### src/rtl/pc_unit.sv
// pc_unit: fetch-stage program counter with relative branch and a
// hardware return-address stack (RAS).
//
// Ops (highest priority first, only one executes per cycle):
//   pc_ret  : PC <= most recent return address, pop (holds and flags
//             ras_udf when the stack is empty)
//   pc_call : push PC + STEP, PC <= PC_in (overwrites the oldest entry
//             and flags ras_ovf when the stack is full)
//   pc_ld   : PC <= PC_in
//   pc_br   : PC <= PC + BR_off
//   pc_inc  : PC <= PC + STEP
//   none    : hold
//
// Ports:
//   CLK, RESET            clock, synchronous active-high reset
//   pc_inc/ld/br/call/ret op strobes
//   ras_clr               clears the sticky ras_ovf / ras_udf flags
//   PC_in                 jump / call target
//   BR_off                two's-complement branch offset
//   PC_out                registered program counter
//   ras_empty, ras_full   decoded from the registered stack count
//   ras_ovf, ras_udf      sticky overflow / underflow flags
//
// All outputs come straight from flops; there is no input-to-output
// combinational path.

module pc_unit #(
    parameter int unsigned        WIDTH     = 32,
    parameter int unsigned        STEP      = 4,
    parameter logic [WIDTH-1:0]   RESET_VEC = '0,
    parameter int unsigned        RAS_DEPTH = 4
) (
    input  logic             CLK,
    input  logic             RESET,
    input  logic             pc_inc,
    input  logic             pc_ld,
    input  logic             pc_br,
    input  logic             pc_call,
    input  logic             pc_ret,
    input  logic             ras_clr,
    input  logic [WIDTH-1:0] PC_in,
    input  logic [WIDTH-1:0] BR_off,
    output logic [WIDTH-1:0] PC_out,
    output logic             ras_empty,
    output logic             ras_full,
    output logic             ras_ovf,
    output logic             ras_udf
);

    localparam int unsigned PTR_W = $clog2(RAS_DEPTH);
    localparam int unsigned CNT_W = $clog2(RAS_DEPTH + 1);
    localparam logic [CNT_W-1:0] CNT_MAX = CNT_W'(RAS_DEPTH);

    logic [WIDTH-1:0] pc_q,  pc_d;
    logic [PTR_W-1:0] ptr_q, ptr_d;   // next slot to write
    logic [CNT_W-1:0] cnt_q, cnt_d;   // valid entries, saturates at RAS_DEPTH
    logic             ovf_q, ovf_d;
    logic             udf_q, udf_d;

    // Stack storage is intentionally not reset; it is only read when
    // cnt_q is non-zero.
    logic [WIDTH-1:0] ras_mem_q [RAS_DEPTH];

    logic             wr_en;
    logic [WIDTH-1:0] wr_data;
    logic [PTR_W-1:0] top_ptr;
    logic             is_empty;
    logic             is_full;

    assign is_empty = (cnt_q == '0);
    assign is_full  = (cnt_q == CNT_MAX);
    // The pointer wraps naturally because RAS_DEPTH is a power of two.
    assign top_ptr  = ptr_q - PTR_W'(1);
    assign wr_data  = pc_q + WIDTH'(STEP);

    always_comb begin
        pc_d  = pc_q;
        ptr_d = ptr_q;
        cnt_d = cnt_q;
        wr_en = 1'b0;
        // Clear first so that a flag-setting event below overrides it.
        ovf_d = ras_clr ? 1'b0 : ovf_q;
        udf_d = ras_clr ? 1'b0 : udf_q;

        if (pc_ret) begin
            if (is_empty) begin
                udf_d = 1'b1;
            end else begin
                pc_d  = ras_mem_q[top_ptr];
                ptr_d = top_ptr;
                cnt_d = cnt_q - CNT_W'(1);
            end
        end else if (pc_call) begin
            // When full, ptr_q already points at the oldest entry, so the
            // write naturally evicts it.
            wr_en = 1'b1;
            ptr_d = ptr_q + PTR_W'(1);
            pc_d  = PC_in;
            if (is_full) begin
                ovf_d = 1'b1;
            end else begin
                cnt_d = cnt_q + CNT_W'(1);
            end
        end else if (pc_ld) begin
            pc_d = PC_in;
        end else if (pc_br) begin
            pc_d = pc_q + BR_off;
        end else if (pc_inc) begin
            pc_d = pc_q + WIDTH'(STEP);
        end
    end

    always_ff @(posedge CLK) begin
        if (RESET) begin
            pc_q  <= RESET_VEC;
            ptr_q <= '0;
            cnt_q <= '0;
            ovf_q <= 1'b0;
            udf_q <= 1'b0;
        end else begin
            pc_q  <= pc_d;
            ptr_q <= ptr_d;
            cnt_q <= cnt_d;
            ovf_q <= ovf_d;
            udf_q <= udf_d;
        end
    end

    // A reset cycle discards the op, including any push.
    always_ff @(posedge CLK) begin
        if (!RESET && wr_en) begin
            ras_mem_q[ptr_q] <= wr_data;
        end
    end

    assign PC_out    = pc_q;
    assign ras_empty = is_empty;
    assign ras_full  = is_full;
    assign ras_ovf   = ovf_q;
    assign ras_udf   = udf_q;

endmodule

### config.mk
export PLATFORM = sky130hd
export DESIGN_NAME = pc_unit
export DESIGN_NICKNAME = d
export VERILOG_FILES = /design/src/rtl/pc_unit.sv
export SDC_FILE = /design/constraint.sdc
export NUM_CORES = 1
export LEC_CHECK = 0
export ABC_AREA = 0
export CORE_MARGIN = 1.5
export CORE_UTILIZATION = 40
export DETAILED_ROUTE_END_ITERATION = 6
export PLACE_DENSITY = 0.68
export SYNTH_ARGS = -nofsm -noshare
export SYNTH_HDL_FRONTEND = slang
export SYNTH_SLANG_ARGS = --single-unit
### constraint.sdc
create_clock -name CLK -period 8.43 [get_ports CLK]
set_input_delay 2.529 -clock CLK [delete_from_list [all_inputs] [get_ports CLK]]
set_output_delay 2.529 -clock CLK [all_outputs]
set_load 0.1 [all_outputs]
-- Word-level counts from Yosys, hierarchy flattened
Memory sizes are Yosys's and may differ from the RTL's.
Cells that the tools add are included.
- register bits after elaboration: 39
- memories kept: 1
- memory bits (writable): 128
- latch bits: 0
- memory bits (read-only): 0
- $lt $le $gt $ge: 0
- eq/ne operators: 3
- div/mod/pow operators: 0
- reductions and logical operators: 8
- shift-type cells: 0
- add/subtract/negate cells: 6
- muxes and demuxes: 24
- bitwise logic cells: 0
- multiply operators: 0
- memory list (name ; words ; width ; read ports ; clocked after Yosys merged registers in ; wr ports ; line ; RTL):
    ras_mem_q ; 4 ; 32 ; 1 ; 0 ; 1 ; 62 ; logic [WIDTH-1:0] ras_mem_q [RAS_DEPTH];
- operators by type and width (operator ; count):
    $mux W32 ; 6
    $add A32 B3 Y32 const B ; 1
    $add A32 B32 Y32 ; 1
    $mux W3 ; 4
    $mux W1 ; 11
    $mux W2 ; 3
    $reduce_bool A5 Y1 ; 1
    $ne A2 B2 Y1 const B ; 2
    $reduce_and A2 Y1 ; 2
    $add A3 B1 Y3 const B ; 1
    $eq A3 B3 Y1 const B ; 1
    $logic_not A3 Y1 ; 1
    $reduce_and A3 Y1 ; 1
    $sub A3 B1 Y3 const B ; 1
    $add A2 B1 Y2 const B ; 1
    $reduce_bool A2 Y1 ; 1
    $sub A2 B1 Y2 const B ; 1
    $logic_and A1 B1 Y1 ; 1
    $logic_not A1 Y1 ; 1

-- Longest topological paths before layout
Gate-level depths: netlist of the first run.
- word-level depth: 6
- depth in mapped cells: 13

-- Least setup slack after synthesis of the first run
OpenSTA, ideal clock, no wires.
- path kind: register -> output
- start: reg cnt_q[2]
- end: out ras_empty
- setup slack: 3.420 ns
- arrival: 2.481 ns
- path buffers: 0
- cell stages (with the launch flop): 2
- cells stage by stage: dfxtp_1 nor3_1
- word-level cells in the longest chain between the ends: 1
- ends and longest elaborated chain (element ; line ; RTL):
    start: declaration ; 56 ; logic [CNT_W-1:0] cnt_q, cnt_d;
    start signal: assignment ; 123 ; cnt_q <= cnt_d;
    $logic_not A3 Y1 ; 70 ; assign is_empty = (cnt_q == '0);
    end: declaration ; 44 ; output logic ras_empty,
No other way between the ends.

-- Worst setup path in the final report of the first run
- start: in BR_off[0]
- end: reg pc_q[20] (netlist: PC_out[20])
- word-level cells in the longest chain between the ends: 5
- ends and longest elaborated chain (element ; line ; RTL):
    start: declaration ; 42 ; input logic [WIDTH-1:0] BR_off,
    $add A32 B32 Y32 ; 107 ; pc_d = pc_q + BR_off;
    $mux W32 ; 106 ; end else if (pc_br) begin
    $mux W32 ; 104 ; end else if (pc_ld) begin
    $mux W32 ; 93 ; end else if (pc_call) begin
    $mux W32 ; 85 ; if (pc_ret) begin
    end signal: assignment ; 121 ; pc_q <= pc_d;
    end: declaration ; 54 ; logic [WIDTH-1:0] pc_q, pc_d;
No other way between the ends.
A chain may end at the register's enable or synchronous reset.

==> results.sh, run 1 <==
export IMPL_fmax_ghz=0.187
export IMPL_cts_resized=0
export IMPL_numCtsBuffers=17
export IMPL_powerDensity_mw_per_mm2=281
export IMPL_dieArea_sq_mm=0.0243
export IMPL_final_fill_count=2027
export IMPL_yosys_warnings=0
export IMPL_antenna_cells=0
export IMPL_cp_slowest_cell="clkdlybuf4s50_1"
export IMPL_cp_common_cell="a21oi_1"
export IMPL_antenna_found_initial=0
export IMPL_cts_root_buf="clkbuf_16"
export IMPL_rsz0062_at_grt="false"
export IMPL_worst_setup_path_end_kind="flop"
export IMPL_totalNegativeSetupSlack_ns=0
export IMPL_insertion_delay_ns=0.44
export IMPL_vdd_ir_drop_max_mv=0.153
export IMPL_final_core_util_pct=49.9
export IMPL_p_sw_uw=1300
export IMPL_crit_chain="clkdlybuf4s50_1 -> ha_1 -> inv_1 -> fa_1 -> and2b_1 -> o2111ai_2 -> a21oi_2 -> o211ai_2 -> a21oi_1 -> a311oi_1 -> xor2_1 -> a2111o_1 -> a21oi_1"
export IMPL_drt_drc_violations_left=0
export IMPL_maxSlewViolCount=0
export IMPL_cts_tree="built"
export IMPL_yosysSeqAreaShare_pct=49.4
export IMPL_dr_pass1_iters=6
export IMPL_r2r_end="PC_out[20]$_SDFFE_PP0P_"
export IMPL_syn_avg_cell_area_sq_um=11.4
export IMPL_ant_nets=0
export IMPL_yosysTopAreaCellShare_pct=41.1
export IMPL_io_buffers=107
export IMPL_die_h_um=156
export IMPL_final_nets=1032
export IMPL_routedWlPerCell_um=22.3
export IMPL_whs_ns=0.473
export IMPL_max_stage_delay_ns=0.46
export IMPL_multiInputGateArea_sq_mm=0.00448
export IMPL_postPlaceCellArea_sq_mm=0.0107
export IMPL_clock_sinks=167
export IMPL_ys_flop_type="edfxtp_1"
export IMPL_switching_share_pct=40.8
export IMPL_r2r_start="PC_out[0]$_SDFFE_PP0P_"
export IMPL_synth_edf_count=128
export IMPL_syn_inst=823
export IMPL_drive_gt1_share_pct=11.6
export IMPL_worstHoldStart="ras_ovf$_SDFF_PP0_"
export IMPL_drt_total_wl_um=27800
export IMPL_arrival_ns=5.71
export IMPL_grt_overflow_total=0
export IMPL_crit_type="input pin to flop"
export IMPL_finish_instance_area_sq_mm=0.0114
export IMPL_cp_max_fo=4
export IMPL_grt_pass1_vias=7222
export IMPL_r2r_slack_ns=5.11
export IMPL_rows=55
export IMPL_slew_headroom_pct=31.5
export IMPL_run_status="complete, no violations"
export IMPL_clockBufferDepth=2
export IMPL_worst_r2r_path_depth=12
export IMPL_mostFrequentLayoutCell="edfxtp_1"
export IMPL_internal_power_uw=1890
export IMPL_synth_seq_cells=167
export IMPL_p_clk_share_pct=25.6
export IMPL_power_leakage_uw=0.00406
export IMPL_p_seq_share_pct=34.1
export IMPL_final_cell_mix="128 x edfxtp_1, 106 x clkdlybuf4s50_1, 74 x nor2_1"
export IMPL_die_w_um=156
export IMPL_comb_power_share_pct=40.3
export IMPL_worst_pin_slew_ns=1.02
export IMPL_routed_via_count=7334
export IMPL_start_kind="input pin"
export IMPL_final_setup_skew_ns=0.0131
export IMPL_grt_usage_pct=23.4
export IMPL_path_delay_family="compound AO/OA/AOI/OAI gates"
export IMPL_start_util_pct=41.1
export IMPL_grt_max_degree=54
export IMPL_grt_pass1_wl_um=42100
export IMPL_via_per_inst=5.88
export IMPL_postCtsSetupRepairBufs=0
export IMPL_hold_viol_final=0
export IMPL_worstPathRequired_ns=8.79
export IMPL_gp_congestion=1.00
export IMPL_dp_cells=1216
export IMPL_pin_count=108
export IMPL_hold_end="ras_ovf$_SDFF_PP0_"
export IMPL_min_path_cells=1
export IMPL_coreArea_sq_mm=0.0228
export IMPL_netlist_top_cells_area="edfxtp_1 41%, dfxtp_1 8.3%, mux4_2 7.7%"
export IMPL_first_iter_violations=737
export IMPL_syn_area_sq_mm=0.00936
export IMPL_path_clk_slew_ns=0.07
export IMPL_setup_viol=0
export IMPL_period_needed_ns=5.35
export IMPL_synth_nets=933
export IMPL_ys_types=80
export IMPL_regArea_sq_mm=0.00463
export IMPL_maxCapViolCount=0
export IMPL_fin_cells=1248
export IMPL_synth_area_leader_cell="edfxtp_1"
export IMPL_hpwl_um=19000
export IMPL_period_share_pct=63.5
export IMPL_critPathBufInv=2
export IMPL_hold_buffers=0
export IMPL_ys_async_sr_fraction_pct=0
export IMPL_holdCritPathClass="flop to flop"
export IMPL_area_growth_pct=21.3
export IMPL_htree_levels=4
## power groups by stage
stage | logic, uW | clock network (uW) | registers, uW
after CTS | 1280 | 826 | 1090
final | 1290 | 818 | 1090
after global routing | 1370 | 855 | 1090
after detailed placement | 1270 | 0 | 1100
after floorplan | 707 | 0 | 1320
after global placement | 1260 | 0 | 1100
## cell families (layout without fill, tap and decap cells)
logic type	Yosys count	in the layout	share of synthesized area, %
buffers and inverters	61	173	2.85
XOR/XNOR	54	54	5.05
AND/OR/NAND/NOR	233	233	12.1
multiplexers	40	40	8.56
AO/OA/AOI/OAI	230	230	16.8
flip-flops	167	167	49.4
adder cells (fa/ha/maj)	38	38	5.24
## worst register-to-register path, cell delays in order (launching register included)
cell and delay [ns]:
dfxtp_1 0.47, ha_1 0.25, inv_1 0.07, fa_1 0.39, and2b_1 0.24, o2111ai_2 0.14, a21oi_2 0.25, o211ai_2 0.15
a21oi_1 0.40, a311oi_1 0.17, xor2_1 0.17, a2111o_1 0.41, a21oi_1 0.14
## layer usage
metal  wire length (um)  track usage, %
met3               2490            5.92
met4                544            6.94
met2              13100            38.1
met5                  0               0
met1              11700            30.6
## worst max path at each step
stage,from,to,slack [ns],cells past startpoint
5_1_grt,BR_off[0],PC_out[20]$_SDFFE_PP0P_,2.84,13
2_1_floorplan,cnt_q[2]$_SDFFE_PP0P_,ras_empty,3.42,1
6_report,BR_off[0],PC_out[20]$_SDFFE_PP0P_,3.08,13
3_5_place_dp,BR_off[0],PC_out[20]$_SDFFE_PP0P_,2.65,13
4_1_cts,BR_off[0],PC_out[20]$_SDFFE_PP0P_,3.08,13
3_3_place_gp,BR_off[0],PC_out[26]$_SDFFE_PP0P_,2.70,13
## per-stage QoR
stage	setup WS, ns	power [uW]
floorplan	3.42	2020
global placement	2.70	2360
detailed placement	2.65	2380
CTS	3.08	3190
global route	2.84	3320
finish	3.08	3190
## cell type report
cell class | instances | area share, %
inverters | 19 | 0.628
repair buffers | 122 | 10.4
clock inverters | 15 | 1.65
well taps | 313 | 3.45
multi-input cells | 595 | 39.4
clock buffers | 17 | 3.75
flip-flops and latches | 167 | 40.7
## synth_stat cells (all sizes together) (4+ instances only)
cell type,n
nor3,21
o221ai,5
nor2,76
or3,8
nand4,10
o21ai,46
a311oi,5
ha,36
a31oi,15
a21oi,61
nand3,25
a211oi,22
a21o,21
mux4,32
xor2,18
nand2,52
o21a,7
dfxtp,39
inv,19
xnor2,36
buf,11
o21bai,6
nand2b,4
and2,7
edfxtp,128
mux2i,8
o211ai,7
and3,16
clkbuf,31
a22oi,4
o31ai,5
## sequential cells by signal, indices dropped and copies added, names as in the netlist
register	count
cnt_q	3
PC_out	32
ras_ovf	1
ras_mem_q	128
ras_udf	1
ptr_q	2
Power figures use the tool's default switching activity.
==> run 2: changes to the inputs <==
- PLACE_DENSITY: 0.68 -> 0.71
- clock period: 8.43 -> 4.9 ns (I/O delays scaled with it)
==> results.sh, run 2 (same netlist as run 1, synthesis figures left out) <==
export IMPL_grt_max_degree=53
export IMPL_path_clk_slew_ns=0.07
export IMPL_power_uw=5450
export IMPL_hold_viol_final=0
export IMPL_dieArea_sq_mm=0.0243
export IMPL_cts_tree="built"
export IMPL_grt_overflow_total=0
export IMPL_power_leakage_uw=0.00407
export IMPL_maxSlewViolCount=0
export IMPL_multiInputGateArea_sq_mm=0.00448
export IMPL_rsz0062_at_grt="false"
export IMPL_maxCapViolCount=0
export IMPL_numCtsBuffers=17
export IMPL_p_clk_share_pct=25.1
export IMPL_run_status="complete, no violations"
export IMPL_hpwl_um=18700
export IMPL_antenna_found_initial=1
export IMPL_fmax_ghz=0.232
export IMPL_totalNegativeSetupSlack_ns=0
export IMPL_worstHoldStart="ras_udf$_SDFF_PP0_"
export IMPL_crit_chain="clkdlybuf4s50_1 -> ha_1 -> inv_1 -> fa_1 -> and2b_1 -> o2111ai_2 -> a21oi_2 -> o211ai_2 -> a211oi_2 -> o221ai_2 -> nand3b_4 -> a2111o_1 -> a31oi_1"
export IMPL_antenna_cells=0
export IMPL_p_sw_uw=2240
export IMPL_gp_congestion=0.930
export IMPL_grt_pass1_wl_um=42400
export IMPL_powerDensity_mw_per_mm2=479
export IMPL_clock_sinks=167
export IMPL_dr_pass1_iters=5
export IMPL_r2r_slack_ns=1.55
export IMPL_period_share_pct=88.1
export IMPL_die_w_um=156
export IMPL_holdCritPathClass="flop to flop"
export IMPL_cp_slowest_cell="clkdlybuf4s50_1"
export IMPL_slew_headroom_pct=32.3
export IMPL_die_h_um=156
export IMPL_comb_power_share_pct=40.6
export IMPL_htree_levels=4
export IMPL_largest_reg_flops=128
export IMPL_switching_share_pct=41.0
export IMPL_p_seq_share_pct=34.3
export IMPL_ant_nets=0
export IMPL_coreArea_sq_mm=0.0228
export IMPL_grt_usage_pct=23.3
export IMPL_insertion_delay_ns=0.43
export IMPL_internal_power_uw=3210
export IMPL_final_cell_mix="128 x edfxtp_1, 106 x clkdlybuf4s50_1, 74 x nor2_1"
export IMPL_pin_count=108
export IMPL_drt_drc_violations_left=0
export IMPL_cts_root_buf="clkbuf_16"
export IMPL_arrival_ns=4.68
export IMPL_rows=55
export IMPL_grt_pass1_vias=7339
export IMPL_hold_buffers=0
export IMPL_mostFrequentLayoutCell="edfxtp_1"
export IMPL_io_buffers=107
export IMPL_start_kind="input pin"
export IMPL_worst_pin_slew_ns=1.01
export IMPL_postCtsSetupRepairBufs=0
export IMPL_period_needed_ns=4.32
export IMPL_area_growth_pct=21.4
export IMPL_first_iter_violations=722
export IMPL_worstSetupStartpoint="BR_off[0]"
export IMPL_worst_setup_path_end_kind="flop"
export IMPL_clockBufferDepth=2
export IMPL_final_fill_count=2032
export IMPL_via_per_inst=5.99
export IMPL_worstPathRequired_ns=5.26
export IMPL_r2r_start="PC_out[0]$_SDFFE_PP0P_"
export IMPL_crit_type="input pin to flop"
export IMPL_drive_gt1_share_pct=11.8
export IMPL_max_stage_delay_ns=0.47
export IMPL_final_nets=1035
export IMPL_regArea_sq_mm=0.00463
export IMPL_cts_resized=0
export IMPL_start_util_pct=41.1
export IMPL_largest_register="ras_mem_q"
export IMPL_routed_via_count=7494
export IMPL_whs_ns=0.471
export IMPL_routedWlPerCell_um=22.1
export IMPL_cp_max_fo=3
export IMPL_final_setup_skew_ns=0.00999
export IMPL_drt_total_wl_um=27600
export IMPL_setup_viol=0
export IMPL_vdd_ir_drop_max_mv=0.279
-- run 2: path summary, 6_finish.rpt --
kind | end | depth (start not counted)
max | PC_out[26]$_SDFFE_PP0P_ | 13
min | ras_udf$_SDFF_PP0_ | 2
max reg2reg | PC_out[26]$_SDFFE_PP0P_ | 12
min reg2reg | ras_udf$_SDFF_PP0_ | 2
-- run 2: stage by stage --
step                      setup WS, ns  utilization, %  instance area, sq um  cells
after floorplan                  0.647               -                  9360    823
after global placement           0.244            47.3                 10800   1219
after detailed placement         0.166            47.3                 10800   1219
after CTS                        0.610            49.9                 11400   1251
after global routing             0.383            49.9                 11400   1251
final                            0.581            49.9                 11400   1251
-- run 2: cell type report --
class                           count  share of cell area (%)
Clock buffer                       17                    3.74
Clock inverter                     15                    1.55
Inverter                           19                   0.627
Multi-Input combinational cell    595                    39.4
Sequential cell                   167                    40.7
Tap cell                          313                    3.45
Timing Repair Buffer              125                    10.6
-- run 2: worst max-delay path, delay by kind of cell --
kind,cells,cell delay [ns]
simple gates,2,0.43
compound gates,7,1.66
fa+ha+maj,2,0.57
buf+inv,2,0.54
-- run 2: power by group through the flow --
stage / clock (uW) / sequential, uW / combinational (uW)
final: 1370 / 1870 / 2210
after CTS: 1380 / 1870 / 2210
after floorplan: 0 / 2270 / 1220
after detailed placement: 0 / 1900 / 2200
after global placement: 0 / 1900 / 2180
after global routing: 1440 / 1880 / 2360
-- run 2: routing by layer --
metal | share of wire [%] | up-vias | GRT usage, %
met5 | 0.047 | - | 0
met4 | 2.8 | 2 | 8.66
met3 | 8.9 | 59 | 5.47
met2 | 46 | 384 | 37.0
met1 | 42 | 3677 | 31.0
li1 | - | 3372 | -
